--- src/rtl/peripheral_dbg_module_select_if.sv ---
// rtl/peripheral_dbg_module_select_if.sv - TAP and sub-module signal bundle for the debug module select
interface peripheral_dbg_module_select_if #(
    parameter int NUM_MODULES = 3
);
    logic                   debug_select_i;
    logic                   capture_dr_i;
    logic                   shift_dr_i;
    logic                   update_dr_i;
    logic                   tdi_i;
    logic [NUM_MODULES-1:0] module_tdo_i;
    logic [NUM_MODULES-1:0] module_select_o;
    logic                   select_err_o;
    logic                   tdo_o;

    modport master (
        output debug_select_i, capture_dr_i, shift_dr_i, update_dr_i, tdi_i, module_tdo_i,
        input  module_select_o, select_err_o, tdo_o
    );

    modport slave (
        input  debug_select_i, capture_dr_i, shift_dr_i, update_dr_i, tdi_i, module_tdo_i,
        output module_select_o, select_err_o, tdo_o
    );
endinterface

--- src/rtl/peripheral_dbg_module_select.sv ---
// rtl/peripheral_dbg_module_select.sv - CRC-checked debug sub-module select and TDO mux
module peripheral_dbg_module_select #(
    parameter int MODULE_ID_LEN = 2,
    parameter int NUM_MODULES   = 3
) (
    input  logic tck_i,
    input  logic rst_i,
    peripheral_dbg_module_select_if.slave dbg
);
    localparam int HDR_LEN = 1 + MODULE_ID_LEN;
    localparam int CNT_MAX = HDR_LEN + 32;
    localparam int CNT_W   = $clog2(CNT_MAX + 1);
    localparam logic [31:0] CRC_POLY = 32'h04C11DB7;

    logic [CNT_W-1:0]         bit_cnt;
    logic [31:0]              crc;
    logic [31:0]              rx_crc;
    logic [HDR_LEN-1:0]       header;
    logic [NUM_MODULES-1:0]   module_select;
    logic                     select_err;

    logic [31:0]              crc_next;
    logic [MODULE_ID_LEN-1:0] hdr_id;
    logic                     frame_valid;

    always_comb begin
        crc_next = {crc[30:0], 1'b0} ^ ((crc[31] ^ dbg.tdi_i) ? CRC_POLY : 32'h0);
    end

    always_comb begin
        hdr_id      = header[HDR_LEN-1:1];
        frame_valid = (bit_cnt == CNT_W'(CNT_MAX)) && (rx_crc == crc) &&
                      ({1'b0, hdr_id} < (MODULE_ID_LEN + 1)'(NUM_MODULES));
    end

    always_ff @(posedge tck_i) begin
        if (rst_i) begin
            bit_cnt       <= '0;
            crc           <= 32'hFFFFFFFF;
            rx_crc        <= '0;
            header        <= '0;
            module_select <= '0;
            select_err    <= 1'b0;
        end else if (dbg.debug_select_i) begin
            if (dbg.capture_dr_i) begin
                bit_cnt <= '0;
                crc     <= 32'hFFFFFFFF;
                header  <= '0;
            end else if (dbg.shift_dr_i) begin
                if (bit_cnt < CNT_W'(HDR_LEN)) begin
                    for (int i = 0; i < HDR_LEN; i++) begin
                        if (bit_cnt == CNT_W'(i)) begin
                            header[i] <= dbg.tdi_i;
                        end
                    end
                    crc <= crc_next;
                end else if (bit_cnt < CNT_W'(CNT_MAX)) begin
                    rx_crc <= {rx_crc[30:0], dbg.tdi_i};
                end
                // Saturate so trailing bits for other modules never disturb the frame.
                if (bit_cnt != CNT_W'(CNT_MAX)) begin
                    bit_cnt <= bit_cnt + 1'b1;
                end
            end else if (dbg.update_dr_i && header[0]) begin
                if (frame_valid) begin
                    module_select <= NUM_MODULES'(1) << hdr_id;
                    select_err    <= 1'b0;
                end else begin
                    select_err    <= 1'b1;
                end
            end
        end
    end

    assign dbg.module_select_o = module_select;
    assign dbg.select_err_o    = select_err;
    assign dbg.tdo_o           = |(module_select & dbg.module_tdo_i);
endmodule

--- src/flat_wrapper.sv ---
// flat-port wrapper written by rule: the top's interface ports become plain ports
module peripheral_dbg_module_select_flat 
#(
    parameter int MODULE_ID_LEN = 2,
    parameter int NUM_MODULES   = 3
)
  (tck_i, rst_i, dbg_debug_select_i, dbg_capture_dr_i, dbg_shift_dr_i, dbg_update_dr_i, dbg_tdi_i, dbg_module_tdo_i, dbg_module_select_o, dbg_select_err_o, dbg_tdo_o);
  peripheral_dbg_module_select_if #(.NUM_MODULES(NUM_MODULES)) dbg_i ();
  input  logic tck_i;
  input  logic rst_i;
  input wire logic [$bits(dbg_i.debug_select_i)-1:0] dbg_debug_select_i;
  input wire logic [$bits(dbg_i.capture_dr_i)-1:0] dbg_capture_dr_i;
  input wire logic [$bits(dbg_i.shift_dr_i)-1:0] dbg_shift_dr_i;
  input wire logic [$bits(dbg_i.update_dr_i)-1:0] dbg_update_dr_i;
  input wire logic [$bits(dbg_i.tdi_i)-1:0] dbg_tdi_i;
  input wire logic [$bits(dbg_i.module_tdo_i)-1:0] dbg_module_tdo_i;
  output wire logic [$bits(dbg_i.module_select_o)-1:0] dbg_module_select_o;
  output wire logic [$bits(dbg_i.select_err_o)-1:0] dbg_select_err_o;
  output wire logic [$bits(dbg_i.tdo_o)-1:0] dbg_tdo_o;
  assign dbg_i.debug_select_i = dbg_debug_select_i;
  assign dbg_i.capture_dr_i = dbg_capture_dr_i;
  assign dbg_i.shift_dr_i = dbg_shift_dr_i;
  assign dbg_i.update_dr_i = dbg_update_dr_i;
  assign dbg_i.tdi_i = dbg_tdi_i;
  assign dbg_i.module_tdo_i = dbg_module_tdo_i;
  assign dbg_module_select_o = dbg_i.module_select_o;
  assign dbg_select_err_o = dbg_i.select_err_o;
  assign dbg_tdo_o = dbg_i.tdo_o;
  peripheral_dbg_module_select #(.MODULE_ID_LEN(MODULE_ID_LEN), .NUM_MODULES(NUM_MODULES)) u_core (.tck_i(tck_i), .rst_i(rst_i), .dbg(dbg_i));
endmodule
--- config.mk ---
export PLATFORM = sky130hd
export DESIGN_NAME = peripheral_dbg_module_select_flat
export DESIGN_NICKNAME = d
export VERILOG_FILES = /design/src/rtl/peripheral_dbg_module_select_if.sv /design/src/rtl/peripheral_dbg_module_select.sv /design/src/flat_wrapper.sv
export SDC_FILE = /design/constraint.sdc
export NUM_CORES = 1
export LEC_CHECK = 0
export BUFFER_PORTS_ARGS = -buffer_cell sky130_fd_sc_hd__clkbuf_2
export CAP_MARGIN = 10
export CORE_MARGIN = 4
export CORE_UTILIZATION = 35
export CTS_CLUSTER_DIAMETER = 100
export DETAILED_ROUTE_END_ITERATION = 7
export GPL_TIMING_DRIVEN = 1
export PLACE_DENSITY = 0.58
export SLEW_MARGIN = 20
export SYNTH_ARGS = -nofsm -noshare
export SYNTH_HDL_FRONTEND = slang
export SYNTH_SLANG_ARGS = --single-unit
--- constraint.sdc ---
create_clock -name tck_i -period 1.65 [get_ports tck_i]
set_clock_uncertainty 0.2 [all_clocks]
set_input_delay 0.0825 -clock tck_i [delete_from_list [all_inputs] [get_ports tck_i]]
set_output_delay 0.0825 -clock tck_i [all_outputs]
set_load 0.01 [all_outputs]
# --- Word-level counts from Yosys, hierarchy flattened ---
# Cells that the tools add are included.
totals:
  regBits: 77
  inputBits: 10
  out_inout_bits: 5
  wordCells: 57
classes:
  n_addsub: 1
  n_lt_le_gt_ge: 3
  n_eq_ne: 5
  shifts: 1
  muxes: 14
  bitwise_logic: 6
  reduce_logical: 19
ops:
  columns: ["cell", "n"]
  rows:
  - ["32-bit two-way mux", 3]
  - ["32-bit equality test", 1]
  - ["32-bit XOR", 1]
  - ["27-bit two-way mux", 1]
  - ["6-bit two-way mux", 3]
  - ["4-bit AND reduction", 4]
  - ["2-bit nonzero test", 6]
  - ["5-bit AND reduction", 2]
  - ["3-bit two-way mux", 3]
  - ["6-bit by 1-bit adder with 6-bit output, second input constant", 1]
  - ["6-bit by 1-bit equality test with 1-bit output, second input constant", 1]
  - ["6-bit by 2-bit equality test with 1-bit output, second input constant", 1]
  - ["6-bit equality test, second input constant", 1]
  - ["6-bit logical NOT", 1]
  - ["6-bit by 2-bit less-than comparator with 1-bit output, second input constant", 1]
  - ["6-bit less-than comparator, second input constant", 1]
  - ["6-bit inequality test, second input constant", 1]
  - ["3-bit AND reduction", 2]
  - ["1-bit two-way mux", 4]
  - ["3-bit AND", 1]
  - ["1-bit logical AND", 3]
  - ["1-bit NOT", 3]
  - ["3-bit OR reduction", 1]
  - ["1-bit by 2-bit << shifter with 3-bit output, first input constant", 1]
  - ["2 further kinds", 2]

# --- Depth between registers and ports, before layout ---
depth:
  word_depth: 6
  mapped_depth: 7
  ltp_nobuf: 6

# --- Least setup slack after synthesis ---
# OpenSTA, ideal clock, no wires.
synth_timing:
  kind: "register to register"
  start: "register u_core.bit_cnt[0]"
  end: "register u_core.crc[24]"
  setup_ps: 117
  t_arrival_ps: 1504
  t_required_ps: 1333
  setup_slack_ps: -171
  stages_incl_launch_ff: 8
  path_buffers: 1
  period_less_slack_ps: 1821
  path_cell_list: "dfxtp_1 ha_1 nor4_4 nor3b_4 nand2_2 buf_2 o22ai_1 nand2b_1"
synth_via:
  elab_chain_cells: 3
synth_rtl:
  columns: ["element", "line_no", "source"]
  rows:
  - ["start: declaration", "peripheral_dbg_module_select.sv:15", "logic [CNT_W-1:0] bit_cnt;"]
  - ["start signal: assignment", "peripheral_dbg_module_select.sv:62", "bit_cnt <= bit_cnt + 1'b1;"]
  - ["6-bit by 2-bit less-than comparator with 1-bit output", "peripheral_dbg_module_select.sv:50", "if (bit_cnt < CNT_W'(HDR_LEN)) begin"]
  - ["2-bit nonzero test (no source line)", null, null]
  - ["3-bit AND reduction (no source line)", null, null]
  - ["end signal: assignment", "peripheral_dbg_module_select.sv:56", "crc <= crc_next;"]
  - ["end: declaration", "peripheral_dbg_module_select.sv:16", "logic [31:0] crc;"]
# No other way between the ends.
# A chain may end at the register's enable or synchronous reset.

# --- Worst setup path in the final report ---
layout_timing:
  start: "register u_core.bit_cnt[1]"
  end: "register u_core.rx_crc[8]"
layout_via:
  elab_chain_cells: 3
  elab_cells_between_ends: 4
  classes_between: "2 x order compare; 1 x bitwise; 1 x reduce/logical"
layout_rtl:
  columns: ["element", "line_no", "source"]
  rows:
  - ["6-bit by 2-bit less-than comparator with 1-bit output", "peripheral_dbg_module_select.sv:50", null]
  - ["1-bit NOT (no source line)", null, null]
  - ["5-bit AND reduction (no source line) (*)", null, null]
  - ["end signal: assignment", "peripheral_dbg_module_select.sv:58", "rx_crc <= {rx_crc[30:0], dbg.tdi_i};"]
  - ["end: declaration", "peripheral_dbg_module_select.sv:17", "logic [31:0] rx_crc;"]
# Every way passes the cells marked *; elsewhere a longest branch is shown, timed or not.

==> flow_summary.json <==
{
  "crit_arrival_ns": 1.90,
  "power_leakage_nw": 2.05,
  "ant_nets": 0,
  "final_nets": 475,
  "critPathKind": "flip-flop to flip-flop",
  "ys_warn_count": 0,
  "power_per_cell_area_mw_per_mm2": 799,
  "yosysUniqueCellTypes": 37,
  "worst_pin_slew_ns": 0.946,
  "first_global_vias": 2999,
  "die-width_um": 108,
  "cp_cell_sequence": "ha_4 -> nor4_4 -> xnor2_1 -> nand3_2 -> buf_12 -> mux2i_1 -> nor2_1",
  "areaGrowthSynthToFinish_pct": 39.2,
  "htreeDepth": 3,
  "dr.pass1.iters": 4,
  "groute.usage.overall_pct": 16.2,
  "setup_violations": 71,
  "violations": "negative hold slack, negative setup slack",
  "syn-num-nets": 373,
  "via_count": 2872,
  "period_share_pct": 113,
  "maxCapViolations": 0,
  "start_util_pct": 35.8,
  "post_route_cells_drive_above_1_share_pct": 33.5,
  "dp_hpwl_mm": 5.68,
  "synth_compound_area_share_pct": 9.76,
  "overflow": 0,
  "setup_ws_ns": -0.215,
  "grt_setup_unrepaired": "yes",
  "fp.dieH_um": 108,
  "clockBufferDepth": 2,
  "r2r_cells": 7,
  "status": "finished, violations left",
  "worstSetupStartpointType": "flip-flop",
  "layout_min_cycle_time_ns": 1.87,
  "syn_area_per_cell_um2": 9.71,
  "multi_input_area_mm2": 0.00196,
  "cts-root-buf": "clkbuf_8",
  "synth_top_family_by_area": "simple AND/OR/NAND/NOR gates",
  "fill_cells": 880,
  "r2r_start": "u_core.bit_cnt[1]$_SDFFE_PP0P_",
  "cts_buffers": 9,
  "met3_length_um": 230,
  "yosys.area_share.simple_pct": 18.3,
  "core_mm2": 0.00973,
  "routed_wl_mm": 8.84,
  "seqCellArea_mm2": 0.00155,
  "r2r_slack_ns": -0.22,
  "min_path_cells": 3,
  "diodes": 0,
  "required_ns": 1.69,
  "die-area_mm2": 0.0116,
  "whs_endpoint": "u_core.dbg.module_select_o[2]$_SDFFE_PP0P_",
  "clk_latency_ns": 0.36,
  "vias_per_cell": 4.79,
  "holdWs_ns": -0.0416,
  "antenna_found_initial": 0,
  "cp-end-kind": "flip-flop",
  "vdd_drop_max_uv": 337,
  "rr_endpoint": "u_core.rx_crc[8]$_SDFFE_PP0P_",
  "place_inst": 574,
  "wl_met1_mm": 4.08,
  "critPathMaxStageDelay_ns": 0.34,
  "slew_viol_final": 0,
  "maxSlewHeadroom_pct": 36.7,
  "fin_util_pct": 49.9,
  "ios": 15,
  "first_iter_violations": 132,
  "hold_class": "input pin to flip-flop",
  "remaining_drc_errors": 0,
  "synth_xor_xnor_area_share_pct": 12.6,
  "ys_ff_latch": 77,
  "rows": 36,
  "crit_fanout": 12,
  "yosys-mux-area-fraction_pct": 9.47,
  "fmax_mhz": 536,
  "finalHoldViolations": 14,
  "hold_path_startpoint": "rst_i",
  "cts_sinks": 77,
  "portBuffers": 14,
  "cp_slowest_cell": "dfxtp_2",
  "clkSlewWorstSetupHoldPaths_ns": 0.08,
  "yosysSeqAreaShare_pct": 44.2,
  "dr_wl_met2_mm": 4.43,
  "routedWlPerCell_um": 14.8,
  "syn_inst": 359,
  "final_cells": 599,
  "cts_tree": "built",
  "grt_pass1_wl_mm": 14.6,
  "netlist_area_mm2": 0.00349,
  "synth-adder-area-share_pct": 1.44,
  "grt_max_degree": 59,
  "top_layer_used": "met4",
  "place.gp.congestion": 0.779
}
-- logic make-up (layout without fill, tap and decap cells) --
logic type / after synthesis / in the layout
AND/OR/NAND/NOR: 115 / 115
flip-flops: 77 / 77
AO/OA/AOI/OAI: 55 / 55
XOR/XNOR: 50 / 50
multiplexers: 33 / 33
buffers and inverters: 25 / 132
adder cells (fa/ha/maj): 4 / 4
-- Yosys cell counts --
cell,number,area share [%]
a21o_1,1,0.22
a21oi_1,8,1.1
a222oi_1,1,0.29
a22oi_1,1,0.22
a31oi_1,1,0.18
and2_1,2,0.36
and4_1,2,0.50
buf_2,4,0.57
buf_4,1,0.22
buf_6,6,1.9
clkbuf_1,8,0.86
dfxtp_1,77,44
ha_1,4,1.4
inv_1,6,0.65
mux2i_1,33,9.5
nand2_1,3,0.32
nand2_2,1,0.18
nand2b_1,32,5.7
nand3_1,4,0.57
nand3_2,1,0.29
nand3b_1,1,0.22
nand4_1,7,1.3
nor2_1,42,4.5
nor2b_1,3,0.54
nor2b_4,1,0.39
nor3_1,6,0.86
nor3b_4,1,0.54
nor4_1,7,1.3
nor4_4,1,0.61
o211ai_1,1,0.22
o21a_2,1,0.25
o21ai_0,6,0.86
o22ai_1,32,5.7
o31ai_1,3,0.65
or3_1,1,0.18
xnor2_1,3,0.75
xor2_1,47,12
-- metrics by stage --
stage	setup WS, ns	TNS [ns]	area (µm²)	total power, mW
detailed placement	-0.286	-8.88	4330	2.14
CTS	-0.199	-10.84	4800	3.91
finish	-0.215	-11.92	4850	3.88
global placement	-0.247	-5.87	4330	2.14
floorplan	-0.0431	-2.11	3510	2.06
global route	-0.320	-19.31	4850	4.02
-- critical path: cells and delay by family, from the launching register on --
family | cells | cell delay [ns]
xor+xnor | 1 | 0.18
mux | 1 | 0.19
buf+inv | 1 | 0.21
simple gates | 3 | 0.44
fa+ha+maj | 1 | 0.17
flops | 1 | 0.34
-- report_power, final --
group          leakage, nW  internal [mW]  switching (mW)
Combinational         1.31          0.137           0.152
Sequential           0.623           1.87         0.00905
Clock                0.123          0.999           0.712
Total                 2.05           3.01           0.872
-- area by class of cell --
type | count | area share [%]
Clock buffer | 9 | 2.55
Tap cell | 133 | 3.43
Clock inverter | 7 | 2.35
Sequential cell | 77 | 31.9
Multi-Input combinational cell | 257 | 40.3
Timing Repair Buffer | 110 | 19.0
Inverter | 6 | 0.464
-- registers in the layout (all words and copies together), names as in the netlist --
signal,count
u_core.dbg.select_err_o,1
u_core.rx_crc,32
u_core.header,3
u_core.dbg.module_select_o,3
u_core.bit_cnt,6
u_core.crc,32
-- routing by layer --
| layer | GRT usage (%) | vias to the layer above |
|---|---|---|
| li1 | - | 1452 |
| met3 | 3.36 | 8 |
| met1 | 20.4 | 1389 |
| met2 | 27.2 | 23 |
| met4 | 6.31 | 0 |
| met5 | 0 | - |
-- placed cells by master (no fill, tap or decap), types with 3 or more instances in the layout --
cell	netlist	final
nor4_2	0	7
buf_12	0	7
clkbuf_8	0	9
clkbuf_2	0	14
nor2b_1	3	3
nand4_1	7	7
xor2_1	47	47
ha_1	4	3
a21oi_1	8	7
nor2_1	42	42
o31ai_1	3	3
inv_1	6	6
nand2b_1	32	32
o22ai_1	32	23
dfxtp_2	0	4
nor3_1	6	4
buf_4	1	80
o21ai_1	0	3
mux2i_1	33	32
bufinv_16	0	3
buf_6	6	3
nand2_1	3	3
o22ai_2	0	8
xnor2_1	3	3
clkinv_2	0	3
nand3_2	1	3
dlygate4sd3_1	0	5
dfxtp_1	77	73
-- timing repair --
item                                    in CTS  in global routing
cloned                                       2                  0
hold buffers                                 4                  1
gates resized for setup                     25                 15
buffers inserted                             3                  1
endpoints found under the hold margin       23                  9
endpoints found under the setup margin      71                 72
pin swaps                                   14                  6
-- worst max path at each step --
stage | from | end | slack [ns]
finish | u_core.bit_cnt[1]$_SDFFE_PP0P_ | u_core.rx_crc[8]$_SDFFE_PP0P_ | -0.22
global route | u_core.bit_cnt[1]$_SDFFE_PP0P_ | u_core.rx_crc[28]$_SDFFE_PP0P_ | -0.32
CTS | u_core.rx_crc[28]$_SDFFE_PP0P_ | u_core.dbg.module_select_o[1]$_SDFFE_PP0P_ | -0.20
detailed placement | u_core.rx_crc[27]$_SDFFE_PP0P_ | u_core.dbg.module_select_o[1]$_SDFFE_PP0P_ | -0.29
global placement | u_core.rx_crc[27]$_SDFFE_PP0P_ | u_core.dbg.module_select_o[1]$_SDFFE_PP0P_ | -0.25
floorplan | u_core.bit_cnt[0]$_SDFFE_PP0P_ | u_core.crc[10]$_SDFFE_PP1P_ | -0.04
No activity file was read; power rests on OpenSTA's default activity.
